$ cat src/rtl/battleship_pkg.sv
// Shared board geometry, FSM state type and cell-index helpers for the
// battleship CPU opponent.
package battleship_pkg;

  localparam int BOARD_N   = 5;
  localparam int CELLS     = BOARD_N * BOARD_N;
  localparam int MAX_RETRY = 8;

  typedef logic [CELLS-1:0] board_map_t;

  typedef enum logic [2:0] {
    IDLE,
    SAMPLE,
    CHECK,
    SCAN,
    APPLY,
    DONE
  } attack_state_t;

  function automatic logic [4:0] cell_index(input logic [2:0] i, input logic [2:0] j);
    return 5'(int'(i) * BOARD_N + int'(j));
  endfunction

  // Constant-N divide/mod, so these reduce to small lookup logic.
  function automatic logic [2:0] index_row(input logic [4:0] idx);
    return 3'(int'(idx) / BOARD_N);
  endfunction

  function automatic logic [2:0] index_col(input logic [4:0] idx);
    return 3'(int'(idx) % BOARD_N);
  endfunction

endpackage

$ cat src/rtl/cpu_attack_controller_if.sv
// Request/result bundle between the game FSM (master) and the CPU attack
// controller (slave), including the board maps the renderer reads.
interface cpu_attack_controller_if;
  import battleship_pkg::*;

  logic       start;
  logic       new_game;
  logic [2:0] i_random;
  logic [2:0] j_random;
  board_map_t player_ships;
  logic [4:0] ship_cells_total;
  logic       busy;
  logic       done;
  logic [2:0] attack_i;
  logic [2:0] attack_j;
  logic       hit;
  logic       no_target;
  board_map_t attacked_map;
  board_map_t hit_map;
  logic [4:0] hits_count;
  logic       all_sunk;

  modport master (
    output start, new_game, i_random, j_random, player_ships, ship_cells_total,
    input  busy, done, attack_i, attack_j, hit, no_target,
           attacked_map, hit_map, hits_count, all_sunk
  );

  modport slave (
    input  start, new_game, i_random, j_random, player_ships, ship_cells_total,
    output busy, done, attack_i, attack_j, hit, no_target,
           attacked_map, hit_map, hits_count, all_sunk
  );

endinterface

$ cat src/rtl/cpu_attack_controller.sv
// Picks one legal CPU attack per turn: random resampling with a bounded retry
// count, then a row-major scan fallback; resolves hit/miss and tracks the maps.
module cpu_attack_controller
  import battleship_pkg::*;
(
  input logic                    clk,
  input logic                    rst,
  cpu_attack_controller_if.slave bus
);

  attack_state_t state, next_state;

  logic [2:0] cand_i, cand_j;
  logic [2:0] retry;
  logic [4:0] scan_idx;
  logic       exhausted;
  logic       busy, finish;

  board_map_t attacked_map, hit_map;
  logic [4:0] hits_count;
  logic       all_sunk, hit, done, no_target;
  logic [2:0] attack_i, attack_j;

  logic [4:0] cand_idx;
  logic       cand_free, scan_done, scan_free, ship_here;
  logic [4:0] hits_after;

  // Out-of-range candidates are treated as occupied so they force a resample.
  assign cand_idx   = cell_index(cand_i, cand_j);
  assign cand_free  = (cand_i < 3'(BOARD_N)) && (cand_j < 3'(BOARD_N)) && !attacked_map[cand_idx];
  assign scan_done  = scan_idx >= 5'(CELLS);
  assign scan_free  = !scan_done && !attacked_map[scan_idx];
  assign ship_here  = bus.player_ships[cand_idx];
  assign hits_after = (ship_here && hits_count != 5'(CELLS)) ? hits_count + 5'd1 : hits_count;

  always_ff @(posedge clk or negedge rst) begin
    if (!rst) state <= IDLE;
    else      state <= next_state;
  end

  always_comb begin
    next_state = state;
    if (bus.new_game) begin
      next_state = IDLE;
    end else begin
      case (state)
        IDLE:    if (bus.start) next_state = SAMPLE;
        SAMPLE:  next_state = CHECK;
        CHECK: begin
          if (cand_free)                            next_state = APPLY;
          else if (retry == 3'(MAX_RETRY - 1))      next_state = SCAN;
          else                                      next_state = SAMPLE;
        end
        SCAN: begin
          if (scan_done)      next_state = DONE;
          else if (scan_free) next_state = APPLY;
        end
        APPLY:   next_state = DONE;
        DONE:    next_state = IDLE;
        default: next_state = IDLE;
      endcase
    end
  end

  always_comb begin
    busy   = (state != IDLE);
    finish = (state == DONE);
  end

  // done/no_target are registered off the DONE state, so the pulse lands one
  // edge after DONE is entered and new_game can still suppress it.
  always_ff @(posedge clk or negedge rst) begin
    if (!rst) begin
      cand_i       <= '0;
      cand_j       <= '0;
      retry        <= '0;
      scan_idx     <= '0;
      exhausted    <= 1'b0;
      attacked_map <= '0;
      hit_map      <= '0;
      hits_count   <= '0;
      all_sunk     <= 1'b0;
      hit          <= 1'b0;
      attack_i     <= '0;
      attack_j     <= '0;
      done         <= 1'b0;
      no_target    <= 1'b0;
    end else if (bus.new_game) begin
      exhausted    <= 1'b0;
      attacked_map <= '0;
      hit_map      <= '0;
      hits_count   <= '0;
      all_sunk     <= 1'b0;
      hit          <= 1'b0;
      attack_i     <= '0;
      attack_j     <= '0;
      done         <= 1'b0;
      no_target    <= 1'b0;
    end else begin
      done      <= finish;
      no_target <= finish && exhausted;
      case (state)
        IDLE: begin
          if (bus.start) begin
            retry     <= '0;
            exhausted <= 1'b0;
          end
        end
        SAMPLE: begin
          cand_i <= bus.i_random;
          cand_j <= bus.j_random;
        end
        CHECK: begin
          if (!cand_free) begin
            if (retry == 3'(MAX_RETRY - 1)) scan_idx <= '0;
            else                            retry    <= retry + 3'd1;
          end
        end
        SCAN: begin
          if (scan_done) begin
            exhausted <= 1'b1;
          end else if (scan_free) begin
            cand_i <= index_row(scan_idx);
            cand_j <= index_col(scan_idx);
          end else begin
            scan_idx <= scan_idx + 5'd1;
          end
        end
        APPLY: begin
          attacked_map[cand_idx] <= 1'b1;
          if (ship_here) hit_map[cand_idx] <= 1'b1;
          hit        <= ship_here;
          hits_count <= hits_after;
          all_sunk   <= hits_after >= bus.ship_cells_total;
          attack_i   <= cand_i;
          attack_j   <= cand_j;
        end
        default: ;
      endcase
    end
  end

  assign bus.busy         = busy;
  assign bus.done         = done;
  assign bus.no_target    = no_target;
  assign bus.attack_i     = attack_i;
  assign bus.attack_j     = attack_j;
  assign bus.hit          = hit;
  assign bus.attacked_map = attacked_map;
  assign bus.hit_map      = hit_map;
  assign bus.hits_count   = hits_count;
  assign bus.all_sunk     = all_sunk;

endmodule

$ cat src/flat_wrapper.sv
// flat-port wrapper written by rule: the top's interface ports become plain ports
module cpu_attack_controller_flat import battleship_pkg::*;
  (clk, rst, bus_start, bus_new_game, bus_i_random, bus_j_random, bus_player_ships, bus_ship_cells_total, bus_busy, bus_done, bus_attack_i, bus_attack_j, bus_hit, bus_no_target, bus_attacked_map, bus_hit_map, bus_hits_count, bus_all_sunk);
  cpu_attack_controller_if bus_i ();
  input logic clk;
  input logic rst;
  input wire logic [$bits(bus_i.start)-1:0] bus_start;
  input wire logic [$bits(bus_i.new_game)-1:0] bus_new_game;
  input wire logic [$bits(bus_i.i_random)-1:0] bus_i_random;
  input wire logic [$bits(bus_i.j_random)-1:0] bus_j_random;
  input wire logic [$bits(bus_i.player_ships)-1:0] bus_player_ships;
  input wire logic [$bits(bus_i.ship_cells_total)-1:0] bus_ship_cells_total;
  output wire logic [$bits(bus_i.busy)-1:0] bus_busy;
  output wire logic [$bits(bus_i.done)-1:0] bus_done;
  output wire logic [$bits(bus_i.attack_i)-1:0] bus_attack_i;
  output wire logic [$bits(bus_i.attack_j)-1:0] bus_attack_j;
  output wire logic [$bits(bus_i.hit)-1:0] bus_hit;
  output wire logic [$bits(bus_i.no_target)-1:0] bus_no_target;
  output wire logic [$bits(bus_i.attacked_map)-1:0] bus_attacked_map;
  output wire logic [$bits(bus_i.hit_map)-1:0] bus_hit_map;
  output wire logic [$bits(bus_i.hits_count)-1:0] bus_hits_count;
  output wire logic [$bits(bus_i.all_sunk)-1:0] bus_all_sunk;
  assign bus_i.start = bus_start;
  assign bus_i.new_game = bus_new_game;
  assign bus_i.i_random = bus_i_random;
  assign bus_i.j_random = bus_j_random;
  assign bus_i.player_ships = bus_player_ships;
  assign bus_i.ship_cells_total = bus_ship_cells_total;
  assign bus_busy = bus_i.busy;
  assign bus_done = bus_i.done;
  assign bus_attack_i = bus_i.attack_i;
  assign bus_attack_j = bus_i.attack_j;
  assign bus_hit = bus_i.hit;
  assign bus_no_target = bus_i.no_target;
  assign bus_attacked_map = bus_i.attacked_map;
  assign bus_hit_map = bus_i.hit_map;
  assign bus_hits_count = bus_i.hits_count;
  assign bus_all_sunk = bus_i.all_sunk;
  cpu_attack_controller u_core (.clk(clk), .rst(rst), .bus(bus_i));
endmodule
$ cat config.mk
export PLATFORM = sky130hd
export DESIGN_NAME = cpu_attack_controller_flat
export DESIGN_NICKNAME = d
export VERILOG_FILES = /design/src/rtl/battleship_pkg.sv /design/src/rtl/cpu_attack_controller_if.sv /design/src/rtl/cpu_attack_controller.sv /design/src/flat_wrapper.sv
export SDC_FILE = /design/constraint.sdc
export NUM_CORES = 1
export LEC_CHECK = 0
export ABC_AREA = 1
export CORE_ASPECT_RATIO = 0.6
export CORE_MARGIN = 2
export CORE_UTILIZATION = 34
export DETAILED_ROUTE_END_ITERATION = 12
export PLACE_DENSITY = 0.57
export SYNTH_ARGS = -nofsm -noshare
export SYNTH_HDL_FRONTEND = slang
export SYNTH_SLANG_ARGS = --single-unit
export TNS_END_PERCENT = 100
$ cat constraint.sdc
create_clock -name clk -period 3.5 [get_ports clk]
set_input_delay 1.05 -clock clk [delete_from_list [all_inputs] [get_ports clk]]
set_output_delay 1.05 -clock clk [all_outputs]
set_load 0.005 [all_outputs]
==> flow_summary_export.csv <==
group,metric,value,unit
placed_design,gp_congestion,0.834,
sta,fin_crit_sh,96.0,%
sta,final.setup.worst_slack,0.140,ns
die,die_y,103,um
yosys,synth.avg_cell_area,6.99,um2
cts,cts-hold-fix-buffers,0,
yosys,async_flop_share,100,%
setup_path,crit_path_max_incr_delay,0.59,ns
worst_hold_path,min_path_type,"register to register",
cells_and_area,nets,974,
yosys,synth_edf_count,0,
die,start_util,34.4,%
cts,cts_sinks,83,
sta,hold_viol_final,0,
placed_design,dp_hpwl,12.8,mm
global_route,antenna_found_initial,0,
yosys,synth-seq-cells,83,
cts,clockRootBuffer,"clkbuf_16",
sta,fmax,298,MHz
setup_path,setup.worst_path.class,"register to register",
die,core-area,16000,um2
cells_and_area,fillers,1631,
die,die_w,168,um
yosys,synth_ff_type,"dfrtp_1",
global_route,grt_pass1_vias,5015,
route,vias,5521,
die,pin_count,106,
status,status,"finished, final reports clean",
placed_design,dp_cells,1099,
cts,cts_buffer_depth,2,
pwr,peakVddDrop,0.958,mV
route,dr.pass1.iters,5,
pwr,leakage,3.64,nW
cells_and_area,syn_to_final_growth,33.6,%
yosys,post_synth_num_cell_types,43,
global_route,grt_max_degree,43,
route,wirelength,17.4,mm
cts,cts_buffers,9,
yosys,yosysSeqAreaShare,37.7,%
pwr,power_density,949,nW/um2
yosys,ys_warn_count,0,
pwr,finalPower,6.99,mW
route,wire_per_inst,15.5,um
setup_path,crit_path_start_kind,"register",
sta,worst_slew_pin_slew,1.06,ns
sta,maxSlewViolCount,0,
setup_path,crit_arrival,3.59,ns
setup_path,worst_setup_path_end_kind,"register",
cells_and_area,diodes,0,
cts,clk_pin_slew,0.06,ns
sta,slew_headroom,28.9,%
sta,final.min_clock_period,3.36,ns
global_route,grt_overflow,0,
cts,tritoncts,"done",
route,drc,0,
placed_design,port_buffers,105,
setup_path,path_max_fanout,4,
yosys,synth_cells,789,
cells_and_area,fin_area,7370,um2
setup_path,ff2ff_setup_slack,0.14,ns
sta,rsz0062_at_grt,"yes",
global_route,track_usage,20.3,%
setup_path,cpMostUsedCell,"nand2_1",
sta,fin_setup_tns,0,ns
sta,setup_viol,0,
setup_path,cp_slowest_cell,"fa_2",
placed_design,dp_slack,-0.0346,ns
global_route,grt_pass1_wl,27.3,mm
cells_and_area,final_common_cell,"nand2_1",
setup_path,crit_chain,"ha_4 > ha_4 > inv_2 > fa_2 > buf_6 > nand2_1 > nand2_1 > nand2_1 > nand2_1 > nand2_2 > nand2_4 > buf_6 > nand3_4 > nand2_4 > ha_4 > inv_2 > nand2_1 > a21oi_1 > o21bai_1 > a21oi_1 > nor2_1 > o21ai_1 > nand2_1",
sta,clock_skew,0.00851,ns
placed_design,place_area,6890,um2
setup_path,worstPathRequired,3.73,ns
sta,hold_slack,0.482,ns
flow_run,cap_violations,0,
cells_and_area,layout-drive-gt1-share,10.5,%
die,die_area,17300,um2
cells_and_area,fin_cells,1121,
cts,clock_latency,0.34,ns
route,first_iter_violations,325,
cts,htreeDepth,3,
route,ant_nets,0,
route,viasPerCell,4.93,
yosys,syn_area,5520,um2
cells_and_area,mostFrequentLayoutCells,"nand2_1, clkdlybuf4s50_1, inv_1, dfrtp_1, nand3_1",
yosys,synthesis.nets,856,
die,core.rowCount,36,
cells_and_area,final_core_util,46.0,%
[path summary, 6_finish.rpt]
path	startpoint	end	cells after the start
min reg2reg	u_core.bus.all_sunk	u_core.bus.all_sunk	2
max reg2reg	u_core.cand_i[2]	u_core.bus.all_sunk	23
max in group asynchronous	rst	u_core.bus.hit	2
max	u_core.cand_i[2]	u_core.bus.all_sunk	23
min in group asynchronous	rst	u_core.bus.hit_map[14]	1
min	u_core.bus.all_sunk	u_core.bus.all_sunk	2
[repair_timing]
item,CTS,global route
setup endpoints to repair,1,1
gates resized for setup,1,33
setup buffers,0,6
pin swaps,1,20
[Yosys cell counts (2+ instances only)]
| library cell | number | area share [%] |
|---|---|---|
| a21boi_0 | 2 | 0.27 |
| xor2_1 | 7 | 1.1 |
| nor3_1 | 6 | 0.54 |
| a22oi_1 | 8 | 1.1 |
| a21oi_1 | 13 | 1.2 |
| nand4_1 | 34 | 3.9 |
| buf_2 | 6 | 0.54 |
| nand2_2 | 4 | 0.45 |
| nor2_4 | 2 | 0.41 |
| nand3b_1 | 2 | 0.27 |
| o31ai_1 | 2 | 0.27 |
| buf_4 | 5 | 0.68 |
| ha_1 | 26 | 5.9 |
| o21ai_1 | 18 | 1.6 |
| and2_1 | 3 | 0.34 |
| dfrtp_1 | 83 | 38 |
| o211ai_1 | 2 | 0.27 |
| buf_6 | 4 | 0.82 |
| nand3_1 | 48 | 4.4 |
| inv_2 | 7 | 0.48 |
| nor2_2 | 2 | 0.23 |
| o22ai_1 | 19 | 2.2 |
| clkinv_1 | 2 | 0.14 |
| nand2_1 | 293 | 20 |
| clkbuf_1 | 17 | 1.2 |
| o21ai_0 | 15 | 1.4 |
| inv_1 | 103 | 7.0 |
| nor2_1 | 39 | 2.7 |
| nand3_2 | 3 | 0.54 |
[worst max-delay path, delay by kind of cell, from the launching register on]
| kind | cells | cell delay, ns |
|---|---|---|
| adder cells (fa/ha/maj) | 4 | 1.32 |
| AND/OR/NAND/NOR | 11 | 0.70 |
| buffers and inverters | 4 | 0.32 |
| AO/OA/AOI/OAI | 4 | 0.49 |
| flip-flops | 1 | 0.41 |
[sequential cells by signal, indices dropped and copies added (netlist names), 3 cells and up]
| name | flops |
|---|---|
| u_core.bus.attack_i | 3 |
| u_core.bus.attack_j | 3 |
| u_core.bus.attacked_map | 25 |
| u_core.bus.hit_map | 25 |
| u_core.bus.hits_count | 5 |
| u_core.cand_i | 3 |
| u_core.cand_j | 3 |
| u_core.retry | 3 |
| u_core.scan_idx | 5 |
| u_core.state | 3 |
[cell type report]
cell class              instances  area [um2]  share of cell area, %
multi-input cells             562        2990                   40.5
flip-flops and latches         83        2080                   28.2
repair buffers                139        1340                   18.1
inverters                     112         425                   5.77
well taps                     209         262                   3.55
clock buffers                  13         260                   3.53
clock inverters                 3        22.5                  0.306
[where the power goes]
part | leakage, nW | switching (mW) | internal, mW
Clock | 0.128 | 0.396 | 0.521
Sequential | 1.15 | 0.0688 | 1.02
Combinational | 2.37 | 3.04 | 1.95
Total | 3.64 | 3.51 | 3.48
[kinds of logic after synthesis]
family	synth area share, %
adder cells (fa/ha/maj)	6.26
AND/OR/NAND/NOR	34.6
flip-flops	37.7
XOR/XNOR	1.57
AO/OA/AOI/OAI	9.05
buffers and inverters	10.8
[layer usage]
metal	GRT usage (%)	up-vias	share of wire, %
met4	3.25	0	0.82
met1	32.1	2553	54
met2	28.2	189	38
li1	-	2765	-
met5	0	-	0
met3	4.57	14	7.4
Note: power is estimated with default switching activity, not from simulation.
